## src/rtl/sw_debounce_if.sv

```systemverilog
// Change-event channel of sw_debounce: a latest-wins valid/ready event carrying
// the debounced switch word, plus an overrun strobe.
interface sw_debounce_if #(
  parameter int WIDTH = 4
);
  logic             chg_valid;
  logic             chg_ready;
  logic [WIDTH-1:0] chg_data;
  logic             chg_overrun;

  modport master (output chg_valid, output chg_data, output chg_overrun, input chg_ready);
  modport slave  (input chg_valid, input chg_data, input chg_overrun, output chg_ready);
endinterface

```

## src/rtl/sw_debounce_bit.sv

```systemverilog
// One switch line: synchroniser, stability counter, stable flop and rise/fall strobes.
// accept/stable_nxt are combinational so the top can register its event in step with sw_stable.
module sw_debounce_bit #(
  parameter int SYNC_STAGES     = 2,
  parameter int DEBOUNCE_CYCLES = 1000000
) (
  input  logic clk,
  input  logic rst_n,
  input  logic raw,
  output logic stable,
  output logic rise,
  output logic fall,
  output logic accept,
  output logic stable_nxt
);
  localparam int CW = $clog2(DEBOUNCE_CYCLES);
  localparam logic [CW-1:0] CNT_MAX = CW'(DEBOUNCE_CYCLES - 1);

  logic [SYNC_STAGES-1:0] sync;
  logic [CW-1:0]          cnt, cnt_nxt;
  logic                   s;

  assign s = sync[SYNC_STAGES-1];

  always_comb begin
    accept     = (s != stable) && (cnt == CNT_MAX);
    stable_nxt = accept ? s : stable;
    cnt_nxt    = '0;
    // counting only while the sample disagrees; acceptance and agreement both return to 0
    if ((s != stable) && !accept) cnt_nxt = cnt + 1'b1;
  end

  always_ff @(posedge clk or negedge rst_n) begin
    if (!rst_n) begin
      sync   <= '0;
      cnt    <= '0;
      stable <= 1'b0;
      rise   <= 1'b0;
      fall   <= 1'b0;
    end else begin
      sync   <= {sync[SYNC_STAGES-2:0], raw};
      cnt    <= cnt_nxt;
      stable <= stable_nxt;
      rise   <= accept & s;
      fall   <= accept & ~s;
    end
  end
endmodule

```

## src/rtl/sw_debounce.sv

```systemverilog
// Switch conditioning top: WIDTH debounced lines, any_on summary and a
// latest-wins change event that overwrites (and flags) an unaccepted one.
module sw_debounce #(
  parameter int WIDTH           = 4,
  parameter int SYNC_STAGES     = 2,
  parameter int DEBOUNCE_CYCLES = 1000000
) (
  input  logic             clk,
  input  logic             rst_n,
  input  logic [WIDTH-1:0] sw_raw,
  output logic [WIDTH-1:0] sw_stable,
  output logic [WIDTH-1:0] rise,
  output logic [WIDTH-1:0] fall,
  output logic             any_on,
  sw_debounce_if.master    chg
);
  logic [WIDTH-1:0] accept, stable_nxt;
  logic             chg_any, acc;

  for (genvar b = 0; b < WIDTH; b++) begin : g_bit
    sw_debounce_bit #(
      .SYNC_STAGES    (SYNC_STAGES),
      .DEBOUNCE_CYCLES(DEBOUNCE_CYCLES)
    ) u_bit (
      .clk       (clk),
      .rst_n     (rst_n),
      .raw       (sw_raw[b]),
      .stable    (sw_stable[b]),
      .rise      (rise[b]),
      .fall      (fall[b]),
      .accept    (accept[b]),
      .stable_nxt(stable_nxt[b])
    );
  end

  assign chg_any = |accept;
  assign acc     = chg.chg_valid & chg.chg_ready;

  always_ff @(posedge clk or negedge rst_n) begin
    if (!rst_n) begin
      any_on          <= 1'b0;
      chg.chg_valid   <= 1'b0;
      chg.chg_data    <= '0;
      chg.chg_overrun <= 1'b0;
    end else begin
      any_on          <= |stable_nxt;
      chg.chg_overrun <= 1'b0;
      if (chg_any) begin
        chg.chg_valid   <= 1'b1;
        chg.chg_data    <= stable_nxt;
        // a consumed-this-cycle event is not lost, so it is not an overrun
        chg.chg_overrun <= chg.chg_valid & ~chg.chg_ready;
      end else if (acc) begin
        chg.chg_valid <= 1'b0;
      end
    end
  end
endmodule
```

## src/flat_wrapper.sv

```systemverilog
// flat-port wrapper written by rule: the top's interface ports become plain ports
module sw_debounce_flat 
#(
  parameter int WIDTH           = 4,
  parameter int SYNC_STAGES     = 2,
  parameter int DEBOUNCE_CYCLES = 1000000
)
  (clk, rst_n, sw_raw, sw_stable, rise, fall, any_on, chg_chg_valid, chg_chg_data, chg_chg_overrun, chg_chg_ready);
  sw_debounce_if #(.WIDTH(WIDTH)) chg_i ();
  input  logic clk;
  input  logic rst_n;
  input  logic [WIDTH-1:0] sw_raw;
  output logic [WIDTH-1:0] sw_stable;
  output logic [WIDTH-1:0] rise;
  output logic [WIDTH-1:0] fall;
  output logic any_on;
  output wire logic [$bits(chg_i.chg_valid)-1:0] chg_chg_valid;
  output wire logic [$bits(chg_i.chg_data)-1:0] chg_chg_data;
  output wire logic [$bits(chg_i.chg_overrun)-1:0] chg_chg_overrun;
  input wire logic [$bits(chg_i.chg_ready)-1:0] chg_chg_ready;
  assign chg_chg_valid = chg_i.chg_valid;
  assign chg_chg_data = chg_i.chg_data;
  assign chg_chg_overrun = chg_i.chg_overrun;
  assign chg_i.chg_ready = chg_chg_ready;
  sw_debounce #(.WIDTH(WIDTH), .SYNC_STAGES(SYNC_STAGES), .DEBOUNCE_CYCLES(DEBOUNCE_CYCLES)) u_core (.clk(clk), .rst_n(rst_n), .sw_raw(sw_raw), .sw_stable(sw_stable), .rise(rise), .fall(fall), .any_on(any_on), .chg(chg_i));
endmodule
```

## config.mk

```make
export PLATFORM = sky130hd
export DESIGN_NAME = sw_debounce_flat
export DESIGN_NICKNAME = d
export VERILOG_FILES = /design/src/rtl/sw_debounce_if.sv /design/src/rtl/sw_debounce_bit.sv /design/src/rtl/sw_debounce.sv /design/src/flat_wrapper.sv
export SDC_FILE = /design/constraint.sdc
export NUM_CORES = 1
export LEC_CHECK = 0
export BUFFER_PORTS_ARGS = -buffer_cell sky130_fd_sc_hd__buf_4
export CAP_MARGIN = 20
export CORE_MARGIN = 5
export CORE_UTILIZATION = 32
export DETAILED_ROUTE_END_ITERATION = 10
export GPL_ROUTABILITY_DRIVEN = 0
export SYNTH_ARGS = -nofsm -noshare
export SYNTH_HDL_FRONTEND = slang
export SYNTH_SLANG_ARGS = --single-unit
export TNS_END_PERCENT = 100
```

## constraint.sdc

```tcl
create_clock -name clk -period 3.55 [get_ports clk]
set_input_delay 0 -clock clk [delete_from_list [all_inputs] [get_ports clk]]
set_output_delay 0 -clock clk [all_outputs]
set_load 0.01 [all_outputs]
```

==> flow_metrics.py, run 1 <==
metrics = {
    "clocking": {
        "clk_path_buf_depth": 2,
        "clock-root-buffer": "clkbuf_16",
        "clock_latency_ps": 340,
        "clock-sinks": 107,
        "cts_inserted_buffers": 9,
        "postCtsResizedCells": 0,
        "cts_tree": "built",
        "cts.reportedPaths.clkPinSlew_ps": 70,
        "h-tree-depth": 3,
    },
    "setup_path": {
        "critPathArrivalTime_ps": 2760,
        "r2r_cells": 6,
        "critical_path_peak_fanout": 5,
        "cp.depth": 6,
        "reg2reg_from": "u_core.g_bit[1].u_bit.cnt[0]",
        "crit_buf_inv": 0,
        "crit_start": "u_core.g_bit[1].u_bit.cnt[0]",
        "path_cells": "ha_1 -> nand3_2 -> or4_1 -> or2_1 -> mux2_4 -> or4_4",
        "slowest_delay_ps": 550,
        "cp_top_family": "simple AND/OR/NAND/NOR gates",
        "worstSetupPathType": "flip-flop to flip-flop",
        "rr_endpoint": "u_core.any_on",
        "regToRegSetupSlack_ps": 1010,
        "required_ps": 3770,
        "cp-end-kind": "flip-flop",
        "slowest_stage": "or4_1",
        "worst_setup_path_start_kind": "flip-flop",
    },
    "floorplan": {
        "fp-row-count": 45,
        "io_pins": 26,
        "die_h_um": 133,
        "die_w_um": 133,
        "fp.coreArea_sq_um": 15000,
        "die_area_sq_um": 17700,
        "initial_utilization": 0.323,
    },
    "logic_synthesis": {
        "seq_area_frac_synth": 0.551,
        "synth_area_leaders": "dfrtp_1 (55%), xor2_1 (7.4%), nor2_1 (7.2%)",
        "yosys_register_bits": 107,
        "netlist_area_sq_um": 4860,
        "yosys_warnings": 0,
        "syn_avg_cell_area_sq_um": 10.5,
        "synth.distinct_cells": 36,
        "netlist_instances": 463,
        "yosysTopAreaCell": "dfrtp_1",
        "synth_nets": 474,
        "yosysTopAreaCellShare": 0.551,
    },
    "timing": {
        "worst_pin_slew_ps": 889,
        "fin_crit_ps": 2540,
        "final_hold_viol_count": 0,
        "slew_headroom": 0.402,
        "fmax_ghz": 0.393,
        "rsz0062_at_grt": "no",
        "post-route-period-util": 0.716,
        "setup_tns_ps": 0,
        "slew_viol_final": 0,
        "whs_ps": 249,
        "finalSetupViolCount": 0,
        "fin_worst_skew_ps": 5.67,
    },
    "grt": {
        "grt_overflow": 0,
        "grt_pass1_vias": 3287,
        "grt_max_degree": 57,
        "grt_pass1_wl_um": 15800,
        "antenna_found_initial": 0,
        "track_usage": 0.110,
    },
    "route": {
        "drc": 0,
        "routed_via_density": 4.72,
        "dr.pass1.iters": 4,
        "wl_per_cell_um": 13.4,
        "wirelength_um": 9100,
        "vias": 3198,
        "drtAntennaViolNets": 0,
        "drtIter0Drc": 247,
    },
    "finish": {
        "num-nets-final": 498,
        "post-route-util": 0.369,
        "fillers": 1451,
        "antenna_cells": 0,
        "synthToLayoutAreaGrowth_pct": 14.2,
        "drive_above_1_share": 0.106,
    },
    "power_and_ir_drop": {
        "swShare": 0.198,
        "p_sw_uw": 472,
        "pwr_density_cell_nw_per_um2": 429,
        "p_clk_frac": 0.444,
        "p_int_uw": 1910,
        "seq_power_share": 0.526,
        "leakage_uw": 0.00243,
        "p_comb_frac": 0.030,
        "max-vdd-ir-drop_mv": 0.299,
    },
    "placed_design": {
        "portBuffers": 25,
        "dp_hpwl_um": 6320,
    },
    "status": {
        "status": "finished, final reports clean",
    },
    "job": {
        "max_cap_viol_count": 0,
    },
    "worst_hold_path": {
        "hp-class": "primary input to asynchronous set/reset pin",
    },
}
## cell type report
type	count	area (sq um)	share of cell area
Clock inverter	2	60.1	0.0108
Inverter	6	22.5	0.00406
Timing Repair Buffer	34	270	0.0487
Sequential cell	107	2680	0.483
Multi-Input combinational cell	329	2020	0.365
Tap cell	188	235	0.0424
Clock buffer	12	256	0.0462
## flip-flops by register name, indices dropped and copies added (netlist names)
| signal | count |
|---|---|
| u_core.any_on | 1 |
| u_core.g_bit.u_bit.cnt | 80 |
| u_core.chg.chg_data | 4 |
| u_core.g_bit.u_bit.stable | 4 |
| u_core.chg.chg_valid | 1 |
| u_core.g_bit.u_bit.sync | 8 |
| u_core.g_bit.u_bit.fall | 4 |
| u_core.chg.chg_overrun | 1 |
| u_core.g_bit.u_bit.rise | 4 |
## power groups by stage
stage | Clock, uW | Sequential [uW] | Combinational [uW]
after floorplan | 0 | 1270 | 29.3
after global placement | 0 | 1270 | 66.6
after detailed placement | 0 | 1270 | 68.8
after CTS | 1100 | 1250 | 74.4
after global routing | 1140 | 1250 | 83.5
final | 1060 | 1250 | 70.8
## per-stage QoR
stage / cells / total power, uW / setup slack (ps) / area, sq um
after global routing: 678 / 2480 / 931 / 5550
after detailed placement: 658 / 1340 / 1010 / 5170
after CTS: 678 / 2420 / 991 / 5550
after global placement: 658 / 1340 / 1060 / 5170
after floorplan: 463 / 1300 / 1080 / 4860
final: 678 / 2380 / 1010 / 5550
## per-layer routing
metal	global-route usage	vias up	part of all wire
met4	0.0274	0	0.0097
met5	0	-	0
met2	0.176	39	0.46
met3	0.0381	6	0.035
li1	-	1595	-
met1	0.143	1558	0.49
## worst max path at each step
stage               endpoint  slack (ps)
2_1_floorplan  u_core.any_on        1080
3_3_place_gp   u_core.any_on        1060
3_5_place_dp   u_core.any_on        1010
4_1_cts        u_core.any_on         990
5_1_grt        u_core.any_on         930
6_report       u_core.any_on        1010
## cells in the mapped netlist
master	n
and4b_1	1
nor2b_1	1
o21a_1	1
or3_1	1
and3_1	10
xnor2_1	34
buf_6	1
nand4_1	18
nor3b_1	11
and4_1	9
or3b_1	1
ha_1	4
nor2_1	93
nor3_1	10
dfrtp_1	107
clkbuf_1	8
or2_1	1
mux2_4	1
nand2b_1	1
nand4b_1	1
nor4_1	7
and2_1	1
or4_1	2
o211a_1	1
nor4bb_1	1
inv_1	6
nor4b_1	3
nand3_2	1
nand3_1	30
nand3b_1	2
or4_4	1
or2_2	1
xor2_1	41
mux2_2	7
nand2_1	33
buf_4	12
## layout by cell type, fill, tap and decap left out, types with 2 or more instances in the layout
cell / instances
nor4_1: 7
nor4b_1: 3
buf_4: 28
mux2_2: 7
and3_1: 10
nand4_1: 18
and4_1: 9
bufinv_16: 2
inv_1: 6
nor3b_1: 11
dlygate4sd3_1: 6
xnor2_1: 34
nand3b_1: 2
nand2_1: 33
clkbuf_8: 2
ha_1: 4
dfrtp_1: 107
nor2_1: 93
nor3_1: 10
clkbuf_16: 9
or4_1: 2
nand3_1: 30
xor2_1: 41
## worst reg2reg max path: stages, from the launching register on
cell,delay (ps)
dfrtp_1,390
ha_1,220
nand3_2,130
or4_1,550
or2_1,290
mux2_4,330
or4_4,520
## logic make-up after synthesis
group | share of synthesized area
compound gates | 0.00361
flops | 0.551
fa+ha+maj | 0.0103
xor+xnor | 0.135
buf+inv | 0.0317
mux | 0.0193
simple gates | 0.248
## what timing repair did
item                      4_1_cts  5_1_grt
buffers inserted                0        0
hold buffers                    6        0
hold endpoints to repair       60        0
(Power assumes the default switching activity.)
==> run 2, diff against run 1 <==
Clock period 3.55 ns to 2.39 ns, I/O delays scaled along.
==> run 2 against run 1 <==
Compared with the run above:
- non-clock buffer count up 21
- worst hold slack worse by 43 ps
- cell count up 3.2%
- combinational power up 71%
- clock-buffer cell count up 1
- wire length up 4.7%
- setup slack worse by 950 ps
- sequential power up 49%
- largest power group unchanged
==> flow_metrics.py, run 2 (synthesis results as in run 1) <==
metrics = {
    "route": {
        "drtAntennaViolNets": 0,
        "vias": 3291,
        "wl_per_cell_um": 13.6,
        "dr.pass1.iters": 4,
        "drtIter0Drc": 145,
        "drc": 0,
        "routed_via_density": 4.70,
        "wirelength_um": 9520,
    },
    "power_and_ir_drop": {
        "p_total_uw": 3300,
        "pwr_density_cell_nw_per_um2": 583,
        "p_sw_uw": 722,
        "swShare": 0.219,
        "leakage_uw": 0.00251,
        "p_comb_frac": 0.037,
        "p_int_uw": 2580,
        "p_clk_frac": 0.401,
        "seq_power_share": 0.562,
        "max-vdd-ir-drop_mv": 0.346,
    },
    "finish": {
        "final_cell_mix": "dfrtp_1 (107), nor2_1 (93), buf_4 (48)",
        "design_area_sq_um": 5670,
        "synthToLayoutAreaGrowth_pct": 16.7,
        "largest_register_ffs": 80,
        "drive_above_1_share": 0.146,
        "fillers": 1444,
        "reg_top3": "u_core.g_bit.u_bit.cnt x80, u_core.g_bit.u_bit.sync x8",
        "antenna_cells": 0,
        "post-route-util": 0.377,
        "final_common_cell": "dfrtp_1",
        "top_register": "u_core.g_bit.u_bit.cnt",
        "num-nets-final": 519,
    },
    "floorplan": {
        "io_pins": 26,
        "die_h_um": 133,
        "die_w_um": 133,
        "die_area_sq_um": 17700,
        "fp.coreArea_sq_um": 15000,
        "fp-row-count": 45,
        "initial_utilization": 0.323,
    },
    "setup_path": {
        "crit_buf_inv": 0,
        "slowest_stage": "or4_4",
        "cp-end-kind": "flip-flop",
        "required_ps": 2610,
        "cp_top_family": "simple AND/OR/NAND/NOR gates",
        "crit_top_cell": "or4_4",
        "cp.depth": 5,
        "critical_path_peak_fanout": 3,
        "r2r_cells": 5,
        "critPathArrivalTime_ps": 2550,
        "path_cells": "or3b_1 -> or4_4 -> or2_4 -> mux2_4 -> or4_4",
        "slowest_delay_ps": 520,
        "worstSetupPathType": "flip-flop to flip-flop",
        "worst_setup_path_start_kind": "flip-flop",
    },
    "status": {
        "status": "finished, final reports clean",
    },
    "clocking": {
        "cts_inserted_buffers": 9,
        "cts_tree": "built",
        "clock_latency_ps": 350,
        "clock-root-buffer": "clkbuf_16",
        "cts.reportedPaths.clkPinSlew_ps": 70,
        "h-tree-depth": 3,
        "clk_path_buf_depth": 2,
        "clock-sinks": 107,
    },
    "timing": {
        "fin_worst_skew_ps": 5.85,
        "finalWorstSetupSlack_ps": 58.6,
        "post-route-period-util": 0.975,
        "worst_pin_slew_ps": 622,
        "slew_headroom": 0.579,
        "setup_tns_ps": 0,
        "slew_viol_final": 0,
        "fin_crit_ps": 2330,
        "fmax_ghz": 0.429,
        "finalSetupViolCount": 0,
        "final_hold_viol_count": 0,
        "rsz0062_at_grt": "no",
    },
    "grt": {
        "track_usage": 0.114,
        "grt_max_degree": 61,
        "antenna_found_initial": 0,
        "grt_pass1_vias": 3343,
        "grt_overflow": 0,
        "grt_pass1_wl_um": 16500,
    },
    "worst_hold_path": {
        "hp-class": "primary input to asynchronous set/reset pin",
    },
    "job": {
        "max_cap_viol_count": 0,
    },
    "placed_design": {
        "post_dp_cell_area_sq_um": 5340,
        "dp_hpwl_um": 6800,
        "portBuffers": 25,
        "dp_slack_ps": 15.3,
    },
}
## run 2: stage by stage
step                std cells  hold WS [ps]
floorplan                 463          -296
global placement          678          57.2
detailed placement        678          60.8
CTS                       699           238
global route              700           263
finish                    700           207
## run 2: final cells by class
type	count	area (sq um)	area share
sequential	107	2680	0.472
multi-input combinational	329	2040	0.360
timing repair buffer	55	440	0.0777
clock buffer	13	240	0.0424
tap	188	235	0.0415
inverter	6	22.5	0.00397
clock inverter	2	13.8	0.00243
## run 2: worst paths after layout
kind                            slack, ps                          start                             to
worst max register to register         60   u_core.g_bit[1].u_bit.cnt[6]                  u_core.any_on
worst max-delay path                   60   u_core.g_bit[1].u_bit.cnt[6]                  u_core.any_on
min in group clk                      300                      sw_raw[1]  u_core.g_bit[1].u_bit.sync[0]
worst min-delay path                  210                          rst_n  u_core.g_bit[2].u_bit.cnt[12]
worst min register to register        350  u_core.g_bit[1].u_bit.sync[0]  u_core.g_bit[1].u_bit.sync[1]
max in group asynchronous            1440                          rst_n  u_core.g_bit[1].u_bit.cnt[13]
## run 2: timing repair
| action | CTS | global route |
|---|---|---|
| hold endpoints to repair | 53 | 0 |
| setup buffers | 0 | 1 |
| setup endpoints to repair | 0 | 5 |
| hold buffers | 6 | 0 |
| resized for setup | 0 | 3 |
## run 2: metal layers
| layer | part of all wire | wire (um) | global-route usage |
|---|---|---|---|
| met1 | 0.48 | 4600 | 0.152 |
| met2 | 0.47 | 4440 | 0.179 |
| met3 | 0.039 | 375 | 0.0385 |
| met4 | 0.011 | 101 | 0.0280 |
| met5 | 0 | 0 | 0 |
## run 2: power by group through the flow
stage	registers [uW]	clock network, uW	logic, uW
after detailed placement	1890	0	118
final	1860	1330	121
after global placement	1890	0	114
after CTS	1860	1370	126
after global routing	1860	1450	142
after floorplan	1890	0	43.7
## run 2: worst reg2reg max path, stage by stage (launching register included)
cell     delay [ps]
dfrtp_1         370
or3b_1          360
or4_4           520
or2_4           250
mux2_4          310
or4_4           400
